**src/rtl/shift_sequencer.sv**
```systemverilog
// shift_sequencer: multi-cycle operand2 barrel-shift replacement.
// Decodes the 8-bit shift field, resolves immediate/register amounts with the
// ARM corner cases, and shifts one bit per cycle behind valid/ready handshakes.
// WIDTH must be 32: the #0 / #32 / RRX rules assume a 32-bit datapath.
module shift_sequencer #(
    parameter int WIDTH = 32
) (
    input  logic             clk,
    input  logic             rst,
    input  logic             req_valid,
    output logic             req_ready,
    input  logic [7:0]       sh_field,
    input  logic [WIDTH-1:0] data_in,
    input  logic [7:0]       rs_val,
    input  logic             c_in,
    output logic             res_valid,
    input  logic             res_ready,
    output logic [WIDTH-1:0] result,
    output logic             c_out,
    output logic             busy
);

    typedef enum logic [1:0] {
        S_IDLE,
        S_SHIFT,
        S_DONE
    } state_t;

    typedef enum logic [2:0] {
        OP_LSL,
        OP_LSR,
        OP_ASR,
        OP_ROR,
        OP_RRX
    } op_t;

    state_t           r_state;
    op_t              r_op;
    logic [WIDTH-1:0] r_acc;
    logic             r_cy;
    logic [5:0]       r_cnt;
    logic [WIDTH-1:0] r_result;
    logic             r_c_out;
    logic             r_req_ready;
    logic             r_res_valid;
    logic             r_busy;

    logic [7:0]       w_amt;
    op_t              w_op;
    logic [5:0]       w_n;
    logic             w_zero_cy;
    logic [WIDTH:0]   w_first;
    logic [WIDTH:0]   w_next;

    // One shift step: returns {bit shifted out, shifted value}.
    function automatic logic [WIDTH:0] f_step(input op_t op, input logic [WIDTH-1:0] acc,
                                              input logic cy);
        logic [WIDTH:0] r;
        case (op)
            OP_LSL:  r = {acc[WIDTH-1], acc[WIDTH-2:0], 1'b0};
            OP_LSR:  r = {acc[0], 1'b0, acc[WIDTH-1:1]};
            OP_ASR:  r = {acc[0], acc[WIDTH-1], acc[WIDTH-1:1]};
            OP_ROR:  r = {acc[0], acc[0], acc[WIDTH-1:1]};
            OP_RRX:  r = {acc[0], cy, acc[WIDTH-1:1]};
            default: r = {cy, acc};
        endcase
        return r;
    endfunction

    assign w_amt = sh_field[0] ? rs_val : {3'b000, sh_field[7:3]};

    // Decode shift type and step count N, plus the carry used when N=0.
    always_comb begin
        w_op      = OP_LSL;
        w_n       = '0;
        w_zero_cy = c_in;
        if (!sh_field[0]) begin
            case (sh_field[2:1])
                2'b00: begin
                    w_op = OP_LSL;
                    w_n  = w_amt[5:0];
                end
                2'b01: begin
                    w_op = OP_LSR;
                    w_n  = (w_amt == 8'd0) ? 6'd32 : w_amt[5:0];
                end
                2'b10: begin
                    w_op = OP_ASR;
                    w_n  = (w_amt == 8'd0) ? 6'd32 : w_amt[5:0];
                end
                default: begin
                    if (w_amt == 8'd0) begin
                        w_op = OP_RRX;
                        w_n  = 6'd1;
                    end else begin
                        w_op = OP_ROR;
                        w_n  = w_amt[5:0];
                    end
                end
            endcase
        end else if (w_amt != 8'd0) begin
            case (sh_field[2:1])
                2'b00: begin
                    w_op = OP_LSL;
                    w_n  = (w_amt > 8'd33) ? 6'd33 : w_amt[5:0];
                end
                2'b01: begin
                    w_op = OP_LSR;
                    w_n  = (w_amt > 8'd33) ? 6'd33 : w_amt[5:0];
                end
                2'b10: begin
                    w_op = OP_ASR;
                    w_n  = (w_amt > 8'd32) ? 6'd32 : w_amt[5:0];
                end
                default: begin
                    w_op = OP_ROR;
                    w_n  = {1'b0, w_amt[4:0]};
                    if (w_amt[4:0] == 5'd0) begin
                        w_zero_cy = data_in[WIDTH-1];
                    end
                end
            endcase
        end
    end

    assign w_first = f_step(w_op, data_in, c_in);
    assign w_next  = f_step(r_op, r_acc, r_cy);

    // Control FSM with datapath and registered handshake outputs.
    // The accept edge performs the first step itself, so SHIFT is loaded with
    // N-1; this keeps the result latency at max(N,1) edges.
    always_ff @(posedge clk) begin
        if (!rst) begin
            r_state     <= S_IDLE;
            r_op        <= OP_LSL;
            r_acc       <= '0;
            r_cy        <= 1'b0;
            r_cnt       <= '0;
            r_result    <= '0;
            r_c_out     <= 1'b0;
            r_req_ready <= 1'b1;
            r_res_valid <= 1'b0;
            r_busy      <= 1'b0;
        end else begin
            case (r_state)
                S_IDLE: begin
                    if (req_valid) begin
                        r_op        <= w_op;
                        r_req_ready <= 1'b0;
                        r_busy      <= 1'b1;
                        if (w_n == 6'd0) begin
                            r_acc       <= data_in;
                            r_cy        <= w_zero_cy;
                            r_result    <= data_in;
                            r_c_out     <= w_zero_cy;
                            r_res_valid <= 1'b1;
                            r_state     <= S_DONE;
                        end else if (w_n == 6'd1) begin
                            {r_cy, r_acc}      <= w_first;
                            {r_c_out, r_result} <= w_first;
                            r_res_valid        <= 1'b1;
                            r_state            <= S_DONE;
                        end else begin
                            {r_cy, r_acc} <= w_first;
                            r_cnt         <= w_n - 6'd1;
                            r_state       <= S_SHIFT;
                        end
                    end
                end
                S_SHIFT: begin
                    {r_cy, r_acc} <= w_next;
                    r_cnt         <= r_cnt - 6'd1;
                    if (r_cnt == 6'd1) begin
                        {r_c_out, r_result} <= w_next;
                        r_res_valid         <= 1'b1;
                        r_state             <= S_DONE;
                    end
                end
                S_DONE: begin
                    if (res_ready) begin
                        r_res_valid <= 1'b0;
                        r_req_ready <= 1'b1;
                        r_busy      <= 1'b0;
                        r_state     <= S_IDLE;
                    end
                end
                default: begin
                    r_state     <= S_IDLE;
                    r_req_ready <= 1'b1;
                    r_res_valid <= 1'b0;
                    r_busy      <= 1'b0;
                end
            endcase
        end
    end

    assign req_ready = r_req_ready;
    assign res_valid = r_res_valid;
    assign busy      = r_busy;
    assign result    = r_result;
    assign c_out     = r_c_out;

endmodule

```
**config.mk**
```make
export PLATFORM = sky130hd
export DESIGN_NAME = shift_sequencer
export DESIGN_NICKNAME = d
export VERILOG_FILES = /design/src/rtl/shift_sequencer.sv
export SDC_FILE = /design/constraint.sdc
export NUM_CORES = 1
export LEC_CHECK = 0
export CAP_MARGIN = 20
export CELL_PAD_IN_SITES_DETAIL_PLACEMENT = 1
export CELL_PAD_IN_SITES_GLOBAL_PLACEMENT = 1
export CORE_UTILIZATION = 28
export CTS_CLUSTER_SIZE = 16
export DETAILED_ROUTE_END_ITERATION = 12
export GPL_ROUTABILITY_DRIVEN = 0
export PLACE_DENSITY_LB_ADDON = 0.1
export SLEW_MARGIN = 20
export SYNTH_ARGS = -nofsm -noshare
export SYNTH_HDL_FRONTEND = slang
export SYNTH_SLANG_ARGS = --single-unit
```
**constraint.sdc**
```tcl
create_clock -name clk -period 8.15 [get_ports clk]
set_clock_uncertainty 0.05 [all_clocks]
set_input_delay 0.815 -clock clk [delete_from_list [all_inputs] [get_ports clk]]
set_output_delay 0.815 -clock clk [all_outputs]
set_load 0.02 [all_outputs]
```
==> flow_summary_export.csv, run 1 <==
group,metric,value,unit
status,status,"complete, no violations",
routing,ant_nets,0,
timing,finalSetupTns,0,ns
floorplanning,dieHeight,140,um
synth,synth-async-reset-ratio,0,%
routing,drc_errors,0,
cells_and_area,antenna_cells,0,
power_and_ir_drop,powerDensity,269,nW/um2
routing,avgViaCountPerCell,5.47,
worst_setup_path,required,8.30,ns
grt,grt_usage,18.9,%
cells_and_area,final_common_cell,"nor2_1",
floorplanning,pin_count,89,
synth,syn_nets,809,
cells_and_area,design_area,6660,um2
grt,grt_pass1_vias,5794,
placed_design,placedCellCount,1018,
timing,finalHoldViolations,0,
routing,wl_per_cell,17.3,um
synth,synth-edff-count,0,
cts,cts_hold_buf,0,
cts,cts_setup_buffers,0,
grt,grt_pass1_wl,30000,um
cts,insertion_delay,0.35,ns
worst_setup_path,arrival,5.06,ns
cts,numCtsBuffers,9,
timing,fin_crit_sh,60.2,%
grt,antenna_found_initial,0,
placed_design,dpl-instance-area,6360,um2
synth,ys.flop_type,"dfxtp_1",
timing,rsz0062_at_grt,"no",
worst_setup_path,path_class,"in -> reg",
routing,dr.pass1.iters,6,
grt,grt_max_degree,76,
synth,syn_inst,747,
floorplanning,dieArea,19700,um2
cells_and_area,layout_common_cells,"120 x nor2_1, 87 x clkdlybuf4s50_1, 86 x a21oi_1",
timing,fmax,204,MHz
flow_run,maxCapViolations,0,
worst_setup_path,start_kind,"input pin",
cts,clockBufferDepth,2,
cells_and_area,drive_above_1_share,6.25,%
cts,cts_root_buf,"clkbuf_16",
floorplanning,die_w,140,um
synth,seq_area_frac_synth,29.9,%
power_and_ir_drop,peakVddDrop,104,uV
worst_hold_path,worstHoldPathCells,2,
synth,synth.distinct_cells,66,
floorplanning,initial_utilization,28.6,%
routing,vias,5656,
timing,period_needed,4.91,ns
placed_design,pre_cts_ws,2.94,ns
timing,relSlewSlack,29.2,%
routing,drtIter0Drc,193,
cells_and_area,final_cells,1034,
worst_hold_path,hold_path.class,"reg -> reg",
synth,mappedNetlistArea,5350,um2
timing,setup_slack,3.24,ns
worst_setup_path,r2r_cells,9,
timing,finalSetupViolCount,0,
routing,wl,17900,um
cells_and_area,final_net_count,857,
worst_setup_path,end_kind,"register",
synth,ys_ff_latch,80,
timing,final_max_slew_viol_count,0,
grt,grt.overflow.total,0,
floorplanning,core,18700,um2
power_and_ir_drop,power_leakage,2.46,nW
cts,cts-resized-gates,0,
synth,ys.warnings.count,0,
placed_design,hpwl,12300,um
cts,h-tree-depth,3,
floorplanning,std_cell_rows,50,
power_and_ir_drop,finalPower,1.79,mW
placed_design,io_buffers,88,
synth,avgSynthCellArea,7.16,um2
cts,clk_transition_reported_paths,0.06,ns
cells_and_area,area_growth,24.5,%
cells_and_area,fillers,2284,
cts,cts_tree,"yes",
timing,worst_slew_pin_slew,1.05,ns
cts,cts_sinks,80,
worst_setup_path,path_max_fanout,62,
## per-layer routing
layer / up-vias / wire length, um / global-route usage, %
met4: 0 / 378 / 6.77
met3: 23 / 528 / 3.18
li1: 2805 / - / -
met5: - / 0 / 0
met1: 2752 / 8630 / 24.2
met2: 76 / 8360 / 31.8
## layout make-up
cell class                      instances  area, um2  area share (%)
Clock buffer                           12        246            3.70
Clock inverter                          4       53.8           0.808
Inverter                               14       52.6           0.789
Multi-Input combinational cell        593       3470            52.1
Sequential cell                        80       1600            24.1
Tap cell                              234        293            4.40
Timing Repair Buffer                   97        943            14.2
## power breakdown
part / internal (mW) / leakage [nW] / switching [mW] / total [mW]
clock network: 0.247 / 0.139 / 0.176 / 0.422
logic: 0.309 / 1.66 / 0.480 / 0.789
registers: 0.497 / 0.662 / 0.0840 / 0.581
## cells by family (layout without fill, tap and decap cells)
kind of cell / Yosys count / after routing / synth area share [%]
muxes: 42 / 42 / 8.21
DFF: 80 / 80 / 29.9
xor gates and xnor gates: 3 / 3 / 0.491
buffers and inverters: 74 / 127 / 5.87
adders and majority gates: 9 / 9 / 2.11
AOI/OAI and AO/OA: 261 / 261 / 29.5
and+or+nand+nor: 278 / 278 / 23.9
## through the flow
step | hold slack [ns] | util (%)
floorplan | 0.395 | -
global placement | 0.399 | 34.0
detailed placement | 0.409 | 34.0
CTS | 0.420 | 35.6
global route | 0.438 | 35.6
finish | 0.416 | 35.6
## critical path: stages
cell and delay, ns:
clkdlybuf4s50_1 0.97, nor4b_4 0.57, o221ai_1 0.26, nor2_1 0.25, a221o_1 0.31, inv_1 0.11, ha_1 0.23, inv_1 0.10
a2111oi_4 0.04, nand3_2 0.11, buf_4 0.48, mux2_1 0.38, o2111ai_1 0.23, a31oi_1 0.12
## synthesized netlist by cell type (5+ instances only)
cell | count | area share (%)
a21oi_1 | 86 | 8.0
a31oi_1 | 41 | 4.8
buf_1 | 5 | 0.35
buf_2 | 14 | 1.3
clkbuf_1 | 38 | 2.7
dfxtp_1 | 80 | 30
ha_1 | 9 | 2.1
inv_1 | 13 | 0.91
mux2_2 | 7 | 1.5
mux2i_1 | 30 | 5.6
nand2_1 | 58 | 4.1
nand2b_1 | 5 | 0.58
nand3_1 | 13 | 1.2
nor2_1 | 122 | 8.6
nor3_1 | 32 | 3.0
nor3b_1 | 6 | 0.84
o211ai_1 | 13 | 1.8
o21ai_0 | 69 | 6.5
o21ai_1 | 11 | 1.0
or2_0 | 19 | 2.2
## worst paths after layout
path / start / endpoint / slack, ns
max: sh_field[0] / c_out / 3.24
max reg2reg: r_state[1] / result[0] / 5.00
min reg2reg: busy / busy / 0.42
min: busy / busy / 0.42
## sequential cells by signal, indices dropped and copies added, names as in the netlist
name and count:
r_acc 32, result 32, r_cnt 6, r_op 3, r_state 2, busy 1, c_out 1, r_cy 1
req_ready 1, res_valid 1
Note: power is estimated with default switching activity, not from simulation.
==> run 2, diff against run 1 <==
- clock period: 8.15 -> 5 ns (I/O delays scaled with it)
==> run 2 against run 1 <==
Register-to-register slack got worse by 2.8 ns. Routed wire length decreased by 0.64%. Critical path type unchanged. Sequential power increased by 62%. Flip-flop and latch count unchanged. Critical path depth decreased by 1. Via count decreased by 0.44%. Global-route usage decreased by 0.42 points. Core utilization increased by 0.094 points. Die area unchanged. First-iteration DRC count increased by 70%. Largest cell class unchanged. Hold slack improved by 0.0017 ns. Highest routed layer unchanged.
==> flow_summary_export.csv, run 2 (same netlist as run 1, synthesis figures left out) <==
group,metric,value,unit
cts,numCtsBuffers,9,
worst_setup_path,r2r_cells,8,
timing,fin_crit_sh,84.5,%
timing,rsz0062_at_grt,"no",
worst_setup_path,required,5.22,ns
power_and_ir_drop,peakVddDrop,203,uV
routing,drtIter0Drc,328,
timing,final_max_slew_viol_count,0,
worst_setup_path,crit_path_top_delay_cell,"o31ai_4",
worst_setup_path,end_kind,"register",
grt,antenna_found_initial,0,
routing,wl_per_cell,17.1,um
floorplanning,dieArea,19700,um2
grt,grt_pass1_vias,5748,
floorplanning,pin_count,89,
cells_and_area,final_net_count,863,
routing,vias,5631,
worst_setup_path,cp_top_family,"compound AO/OA/AOI/OAI gates",
floorplanning,core,18700,um2
timing,finalSetupViolCount,0,
cells_and_area,antenna_cells,0,
worst_setup_path,arrival,4.45,ns
timing,holdWs,0.418,ns
grt,grt_max_degree,76,
grt,grt.overflow.total,0,
worst_hold_path,hold_path.class,"reg -> reg",
cts,clk_transition_reported_paths,0.07,ns
timing,relSlewSlack,28.9,%
worst_setup_path,path_class,"in -> reg",
routing,avgViaCountPerCell,5.42,
cts,cts_sinks,80,
power_and_ir_drop,power_leakage,2.49,nW
floorplanning,std_cell_rows,50,
worst_setup_path,start_kind,"input pin",
cells_and_area,drive_above_1_share,6.96,%
timing,finalHoldViolations,0,
worst_setup_path,cp_slowest_stage_delay,0.74,ns
placed_design,hpwl,12700,um
worst_setup_path,crit_cells,13,
placed_design,dpl-instance-area,6400,um2
cells_and_area,final_common_cell,"nor2_1",
timing,worst_slew_pin_slew,1.06,ns
power_and_ir_drop,powerDensity,430,nW/um2
cts,clockBufferDepth,2,
timing,finalSetupTns,0,ns
timing,fmax,237,MHz
cts,cts_setup_buffers,0,
flow_run,maxCapViolations,0,
placed_design,io_buffers,88,
cells_and_area,fillers,2329,
worst_setup_path,path_buf_inv,4,
grt,grt_usage,18.5,%
cells_and_area,area_growth,24.9,%
cts,cts_tree,"yes",
cts,h-tree-depth,3,
timing,period_needed,4.23,ns
worst_hold_path,worstHoldPathCells,2,
worst_setup_path,path_cells,"clkdlybuf4s50_1, inv_1, ha_1, or2_1, o311a_1, a221o_1, inv_1, ha_1, o21ai_1, o31ai_4, buf_4, o211ai_1, o22ai_1",
cells_and_area,fin_util,35.7,%
timing,setup_slack,0.775,ns
cells_and_area,design_area,6680,um2
routing,wl,17800,um
placed_design,pre_cts_ws,0.437,ns
worst_setup_path,path_max_fanout,48,
status,status,"complete, no violations",
cts,cts_hold_buf,0,
cells_and_area,layout_common_cells,"120 x nor2_1, 87 x clkdlybuf4s50_1, 86 x a21oi_1",
routing,drc_errors,0,
floorplanning,dieHeight,140,um
cts,insertion_delay,0.34,ns
routing,ant_nets,0,
routing,dr.pass1.iters,6,
cts,cts-resized-gates,0,
floorplanning,initial_utilization,28.6,%
floorplanning,die_w,140,um
cts,cts_root_buf,"clkbuf_16",
grt,grt_pass1_wl,29400,um
## run 2: cell count changes in the layout (fill, tap and decap cells not counted), sizes merged
cell      previous run  this run
buf                 10        16
clkinvlp             2         1
clkbuf              12        11
inv                 13        14
bufinv               1         0
clkinv               2         3
## run 2: final timing paths
kind / to / slack (ns) / start
min reg2reg: busy / 0.42 / busy
max reg2reg: result[0] / 2.20 / r_state[1]
min: busy / 0.42 / busy
max: result[0] / 0.77 / sh_field[2]
## run 2: layout make-up
type	instances	area (um2)	area share (%)
clock buffer	11	243	3.64
clock inverter	4	30.0	0.450
tap	234	293	4.38
timing repair buffer	103	988	14.8
multi-input combinational	593	3470	51.9
inverter	14	52.6	0.787
sequential	80	1600	24.0
## run 2: worst register-to-register path, stage by stage (launching register included)
cell,delay [ns]
dfxtp_1,0.57
nand2b_2,0.21
a31oi_1,0.08
nor2_1,0.16
nand2_1,0.12
o31ai_4,0.65
buf_4,0.54
o211ai_1,0.17
o22ai_1,0.18
## run 2: power by group
part | switching, mW | internal (mW)
Clock | 0.282 | 0.350
Combinational | 0.790 | 0.508
Sequential | 0.131 | 0.810
Total | 1.20 | 1.67
## run 2: layer usage
| layer | track usage [%] | wire (um) |
|---|---|---|
| met3 | 2.84 | 443 |
| met5 | 0 | 0 |
| met1 | 23.4 | 8590 |
| met2 | 32.5 | 8560 |
| met4 | 4.68 | 191 |
## run 2: through the flow
step / cells / power [mW]
after floorplan: 747 / 1.79
after detailed placement: 1024 / 2.26
final: 1039 / 2.87
after global placement: 1024 / 2.23
after global routing: 1039 / 3.09
after CTS: 1039 / 2.91
